<file path="src/rtl/alu_pkg.sv">
// Shared definitions for the execute stage: ALU opcode encoding, sequencer
// state encoding and small opcode classification helpers.
package alu_pkg;

    typedef enum logic [2:0] {
        OP_ADD = 3'd0,
        OP_SUB = 3'd1,
        OP_AND = 3'd2,
        OP_OR  = 3'd3,
        OP_XOR = 3'd4,
        OP_NOT = 3'd5,
        OP_LD  = 3'd6,
        OP_ST  = 3'd7
    } alu_op_t;

    typedef enum logic [1:0] {
        IDLE = 2'd0,
        EXEC = 2'd1,
        WB   = 2'd2
    } seq_state_t;

    // ADD/SUB are the only ops that consume and produce the carry flag.
    function automatic logic is_arith(alu_op_t op);
        return (op == OP_ADD) || (op == OP_SUB);
    endfunction

endpackage

</file>
<file path="src/rtl/alu_exec_sequencer_flag_reg.sv">
// Architectural state of the execute stage: accumulator, carry and zero
// flags, each with its own write enable so the sequencer can apply the
// per-opcode update rules.
// Ports:
//   CLK, RST    - clock, asynchronous active-high reset (clears all state)
//   acc_we      - load acc from result
//   carry_we    - load carry_flag from carry_next
//   zero_we     - load zero_flag from (result == 0)
//   result      - captured ALU result
//   carry_next  - captured ALU carry out
//   acc, carry_flag, zero_flag - registered state
module alu_flag_reg #(
    parameter int SIZE = 8
) (
    input  logic            CLK,
    input  logic            RST,
    input  logic            acc_we,
    input  logic            carry_we,
    input  logic            zero_we,
    input  logic [SIZE-1:0] result,
    input  logic            carry_next,
    output logic [SIZE-1:0] acc,
    output logic            carry_flag,
    output logic            zero_flag
);

    always_ff @(posedge CLK or posedge RST) begin
        if (RST) begin
            acc        <= '0;
            carry_flag <= 1'b0;
            zero_flag  <= 1'b0;
        end else begin
            // NOTE: sequential state uses non-blocking assignments so every
            // register samples the pre-edge values, independent of order.
            if (acc_we)   acc        <= result;
            if (carry_we) carry_flag <= carry_next;
            if (zero_we)  zero_flag  <= (result == '0);
        end
    end

endmodule

</file>
<file path="src/rtl/alu_exec_sequencer.sv">
// Execute-stage sequencer in front of a combinational ALU. Accepts one
// instruction per handshake, drives the ALU for exactly one EXEC cycle,
// captures the result on the edge leaving EXEC, and retires in WB (stalling
// there for ST until the store sink accepts).
// Ports:
//   CLK, RST            - clock, asynchronous active-high reset
//   instr_valid/ready   - instruction handshake (ready only in IDLE)
//   instr_op            - alu_op_t opcode
//   instr_operand       - right operand / immediate
//   instr_use_carry     - ADD/SUB take carry_flag as carry_in
//   CE, OP_CODE, left_operand, right_operand, carry_in - ALU drive
//   op_out, carry_out   - ALU result
//   acc, carry_flag, zero_flag - architectural state
//   st_valid/ready/data - store port
//   done                - one pulse per retired instruction
module alu_exec_sequencer
    import alu_pkg::*;
#(
    parameter int SIZE = 8
) (
    input  logic            CLK,
    input  logic            RST,
    input  logic            instr_valid,
    output logic            instr_ready,
    input  logic [2:0]      instr_op,
    input  logic [SIZE-1:0] instr_operand,
    input  logic            instr_use_carry,
    output logic            CE,
    output logic [2:0]      OP_CODE,
    output logic [SIZE-1:0] left_operand,
    output logic [SIZE-1:0] right_operand,
    output logic            carry_in,
    input  logic [SIZE-1:0] op_out,
    input  logic            carry_out,
    output logic [SIZE-1:0] acc,
    output logic            carry_flag,
    output logic            zero_flag,
    output logic            st_valid,
    input  logic            st_ready,
    output logic [SIZE-1:0] st_data,
    output logic            done
);

    seq_state_t state;
    seq_state_t next_state;
    alu_op_t    op_q;
    logic       done_q;
    logic       handshake;
    logic       in_exec;
    logic       st_accept;

    assign instr_ready  = (state == IDLE) && !RST;
    assign handshake    = instr_valid && instr_ready;
    assign in_exec      = (state == EXEC);
    assign st_accept    = st_valid && st_ready;
    assign OP_CODE      = op_q;
    assign left_operand = acc;

    // The store retire pulse must coincide with the accept cycle, which
    // depends on st_ready in that same cycle, so it cannot come from a flop.
    assign done = done_q || st_accept;

    always_ff @(posedge CLK or posedge RST) begin
        if (RST) state <= IDLE;
        else     state <= next_state;
    end

    always_comb begin
        next_state = state;
        case (state)
            IDLE:    if (handshake) next_state = EXEC;
            EXEC:    next_state = WB;
            WB:      if (op_q != OP_ST || st_accept) next_state = IDLE;
            default: next_state = IDLE;
        endcase
    end

    // ALU drive and store port, all registered and loaded on the handshake
    // so EXEC sees stable values for its whole cycle.
    always_ff @(posedge CLK or posedge RST) begin
        if (RST) begin
            CE            <= 1'b0;
            op_q          <= OP_ADD;
            right_operand <= '0;
            carry_in      <= 1'b0;
            done_q        <= 1'b0;
            st_valid      <= 1'b0;
            st_data       <= '0;
        end else begin
            CE       <= handshake;
            // Flags only change on the edge leaving EXEC, so the value read
            // here is the one EXEC would see.
            carry_in <= handshake && is_arith(alu_op_t'(instr_op))
                        && instr_use_carry && carry_flag;
            if (handshake) begin
                op_q          <= alu_op_t'(instr_op);
                right_operand <= instr_operand;
            end
            done_q <= in_exec && (op_q != OP_ST);
            if (in_exec && op_q == OP_ST) begin
                st_data  <= op_out;
                st_valid <= 1'b1;
            end else if (st_accept) begin
                st_valid <= 1'b0;
            end
        end
    end

    alu_flag_reg #(.SIZE(SIZE)) u_flag_reg (
        .CLK        (CLK),
        .RST        (RST),
        .acc_we     (in_exec && op_q != OP_ST),
        .carry_we   (in_exec && is_arith(op_q)),
        .zero_we    (in_exec && op_q != OP_ST),
        .result     (op_out),
        .carry_next (carry_out),
        .acc        (acc),
        .carry_flag (carry_flag),
        .zero_flag  (zero_flag)
    );

endmodule

</file>
<file path="config.mk">
export PLATFORM = sky130hd
export DESIGN_NAME = alu_exec_sequencer
export DESIGN_NICKNAME = d
export VERILOG_FILES = /design/src/rtl/alu_pkg.sv /design/src/rtl/alu_exec_sequencer_flag_reg.sv /design/src/rtl/alu_exec_sequencer.sv
export SDC_FILE = /design/constraint.sdc
export NUM_CORES = 1
export LEC_CHECK = 0
export CORE_MARGIN = 5
export CORE_UTILIZATION = 37
export CTS_CLUSTER_DIAMETER = 50
export DETAILED_ROUTE_END_ITERATION = 16
export PLACE_DENSITY = 0.83
export SLEW_MARGIN = 20
export SYNTH_ARGS = -nofsm -noshare
export SYNTH_HDL_FRONTEND = slang
export SYNTH_SLANG_ARGS = --single-unit
</file>
<file path="constraint.sdc">
create_clock -name CLK -period 1.3 [get_ports CLK]
set_input_delay 0.13 -clock CLK [delete_from_list [all_inputs] [get_ports CLK]]
set_output_delay 0.13 -clock CLK [all_outputs]
set_load 0.01 [all_outputs]
</file>
==> results.md <==
- Root buf cell: clkbuf_8
- Worst Path Arrival: 1.55 ns
- Synth unique cells: 22
- HP Class: input pin to asynchronous set/reset pin
- Crit Path Max Fanout: 7
- Crit path max-delay cell type: dfrtp_1
- IO buf count: 66
- CTS tree: yes
- Clk Latency, worst-skew pair: 0.29 ns
- Final hold vios: 0
- RSZ-0062 raised after global routing: yes
- Mapped Nets: 121
- Syn avg cell area: 15.3 µm²
- Fin crit share: 106%
- Initial antenna violation count: 0
- Multi-input gate area: 591 µm²
- Yosys warnings: 0
- # hold bufs at CTS: 0
- Sink Count: 35
- First-pass GRT wire length: 5730 µm
- Setup ws final: -0.0759 ns
- Reg area: 877 µm²
- Leak Pwr: 1.15 nW
- Vias after detailed routing: 1040
- Nets@finish: 197
- Crit end category: flip-flop
- Vias in the first global route: 1180
- Synthesized flop and latch total: 35
- Final Setup Violations: 11
- First-pass DRT Iterations: 4
- Mapped Cells: 96
- Antenna Violating Nets Remaining: 0
- Remaining DRCs: 0
- Final Critical Period: 1.38 ns
- Die Y: 73.1 µm
- Worst Setup Start Kind: flip-flop
- Slew HR: 83.4%
- Failing checks: setup timing
- Initial DRC count: 44
- Final Slew Violations: 0
- CORE AREA: 3940 µm²
- Die area: 5340 µm²
- # H-tree levels: 2
- Die W: 73.1 µm
- Max VDD drop: 722 µV
- Post-Synthesis Cell Area: 1470 µm²
- Routed WL per cell: 16.4 µm
- GRT Total Usage: 14.4%
- Worst Skew: 0.00341 ns
- Slowest stage delay, CP: 0.43 ns
- Total CTS buffers: 5
- Power per standard cell area: 1690 nW/µm²
- GP Congestion: 0.796
- Maximum root-to-sink buffer count: 2
- F_max: 0.727 GHz
- Sequential fraction of the synthesis area: 59.5%
- Count of maximum capacitance violations: 0
- Hpwl dp: 2590 µm
- Area delta synth->final: 61.3%
- Required time of the critical path: 1.47 ns
- Worst slack at placement: -0.328 ns
- Largest net degree at the start of global routing: 36
- Ant. Diodes: 0
- Status: finished, violations left
- Layout cell share with drive strength beyond 1: 34.7%
- Final WL: 3650 µm
- CP Cell Sequence: nor3_4 -> and2_4 -> mux2_4
- Setup Crit Path Kind: flip-flop to flip-flop
- Ports: 67
- Drt via density: 4.66
- Worst Max-Slew Pin Slew: 0.247 ns
- Worst-path clk slew: 0.07 ns
- Starting Density: 37.4%
- Setup TNS: -0.638 ns
- Layout fillers: 320
- Site Rows: 23
- Grt ovf: 0
cell usage after synthesis:
cell	number	area, µm²
and2_2	1	7.51
and2_4	1	8.76
buf_12	1	20.0
buf_4	8	60.1
buf_6	1	11.3
dfrtp_1	35	876
inv_1	4	15.0
mux2_2	20	225
mux2_4	8	120
mux2i_1	1	10.0
nand2_1	3	11.3
nand2b_1	2	12.5
nand2b_4	1	13.8
nand3_1	1	5.00
nand3b_1	1	7.51
nor2_2	1	6.26
nor3_1	1	5.00
nor3_2	1	10.0
nor4_1	2	12.5
nor4b_4	1	23.8
o21ai_0	1	5.00
o22ai_1	1	6.26
what timing repair did:
action	4_1_cts	5_1_grt
setup buffers	3	0
cloned	2	0
resized for setup	57	7
pin swaps	3	3
endpoints found under the setup margin	69	22
per-stage QoR:
| stage | hold WS [ns] | area, µm² | utilization [%] | cells | total power [mW] |
|---|---|---|---|---|---|
| 6_report | 0.283 | 2380 | 60.3 | 223 | 4.01 |
| 5_1_grt | 0.310 | 2380 | 60.3 | 223 | 4.23 |
| 4_1_cts | 0.281 | 2370 | 60.1 | 223 | 4.07 |
| 3_5_place_dp | 0.497 | 2210 | 56.0 | 211 | 3.23 |
| 3_3_place_gp | 0.492 | 2210 | 56.0 | 211 | 3.16 |
| 2_1_floorplan | 0.193 | 1480 | - | 96 | 2.31 |
power breakdown:
part | internal, mW | total, mW | switching (mW)
Clock | 0.620 | 0.995 | 0.375
Sequential | 1.39 | 1.60 | 0.203
Combinational | 0.853 | 1.42 | 0.572
cell type report:
cell class / instances / area share [%]
Inverter: 4 / 0.632
Clock inverter: 2 / 1.47
Tap cell: 50 / 2.63
Multi-Input combinational cell: 49 / 24.9
Sequential cell: 35 / 36.9
Timing Repair Buffer: 77 / 30.0
Clock buffer: 6 / 3.48
worst max-delay path: cells and delay by family, from the launching register on:
family,cells,cell delay (ns)
AND/OR/NAND/NOR,2,0.51
flip-flops,1,0.43
multiplexers,1,0.32
layout by cell type, fill, tap and decap left out:
| cell | Yosys | layout |
|---|---|---|
| and2_2 | 1 | 1 |
| and2_4 | 1 | 2 |
| buf_12 | 1 | 2 |
| buf_2 | 0 | 1 |
| buf_4 | 8 | 9 |
| bufinv_16 | 0 | 1 |
| clkbuf_8 | 0 | 6 |
| clkdlybuf4s15_1 | 0 | 1 |
| clkdlybuf4s50_1 | 0 | 24 |
| clkinv_2 | 0 | 1 |
| dfrtp_1 | 35 | 34 |
| dfrtp_2 | 0 | 1 |
| dlygate4sd2_1 | 0 | 40 |
| inv_1 | 4 | 4 |
| mux2_2 | 20 | 9 |
| mux2_4 | 8 | 19 |
| mux2i_1 | 1 | 1 |
| nand2_1 | 3 | 3 |
| nand2b_1 | 2 | 1 |
| nand2b_4 | 1 | 3 |
| nand3_4 | 0 | 1 |
| nand3b_1 | 1 | 1 |
| nor2_4 | 0 | 1 |
| nor3_2 | 1 | 1 |
| nor3_4 | 0 | 1 |
| nor4_1 | 2 | 2 |
| nor4b_4 | 1 | 1 |
| o21ai_0 | 1 | 1 |
| o22ai_1 | 1 | 1 |
registers in the layout, summed over array words and instances, names as in the netlist:
name,cells
OP_CODE,3
u_flag_reg.carry_flag,1
right_operand,8
st_data,8
CE,1
u_flag_reg.acc,8
done_q,1
st_valid,1
u_flag_reg.zero_flag,1
carry_in,1
state,2
layer usage:
layer  up-vias  GRT usage, %  routed length [µm]
met2        55          24.3                1790
met5         -             0                   0
met3         5          5.10                 355
met1       498          16.7                1460
met4         0          5.33                  39
li1        482             -                   -
logic make-up after synthesis:
group / Yosys count / share of synthesized area, %
flops: 35 / 59.5
mux: 29 / 24.1
buf+inv: 14 / 7.22
simple gates: 16 / 8.41
compound gates: 2 / 0.765
final timing paths:
path                                             start                      to  slack [ns]  cells after the start
worst max-delay path              state[1]$_DFFE_PP0P_  OP_CODE[2]$_DFFE_PP0P_       -0.08                      3
worst min-delay path                               RST  OP_CODE[0]$_DFFE_PP0P_        0.28                      3
worst max register to register    state[1]$_DFFE_PP0P_  OP_CODE[2]$_DFFE_PP0P_       -0.08                      3
worst min register to register  st_data[6]$_DFFE_PP0P_  st_data[6]$_DFFE_PP0P_        0.50                      1
max in group asynchronous                          RST    state[0]$_DFFE_PP0P_        0.83                      3
min in group CLK                       instr_use_carry      carry_in$_DFF_PP0_        0.45                      3
(Power assumes the default switching activity.)
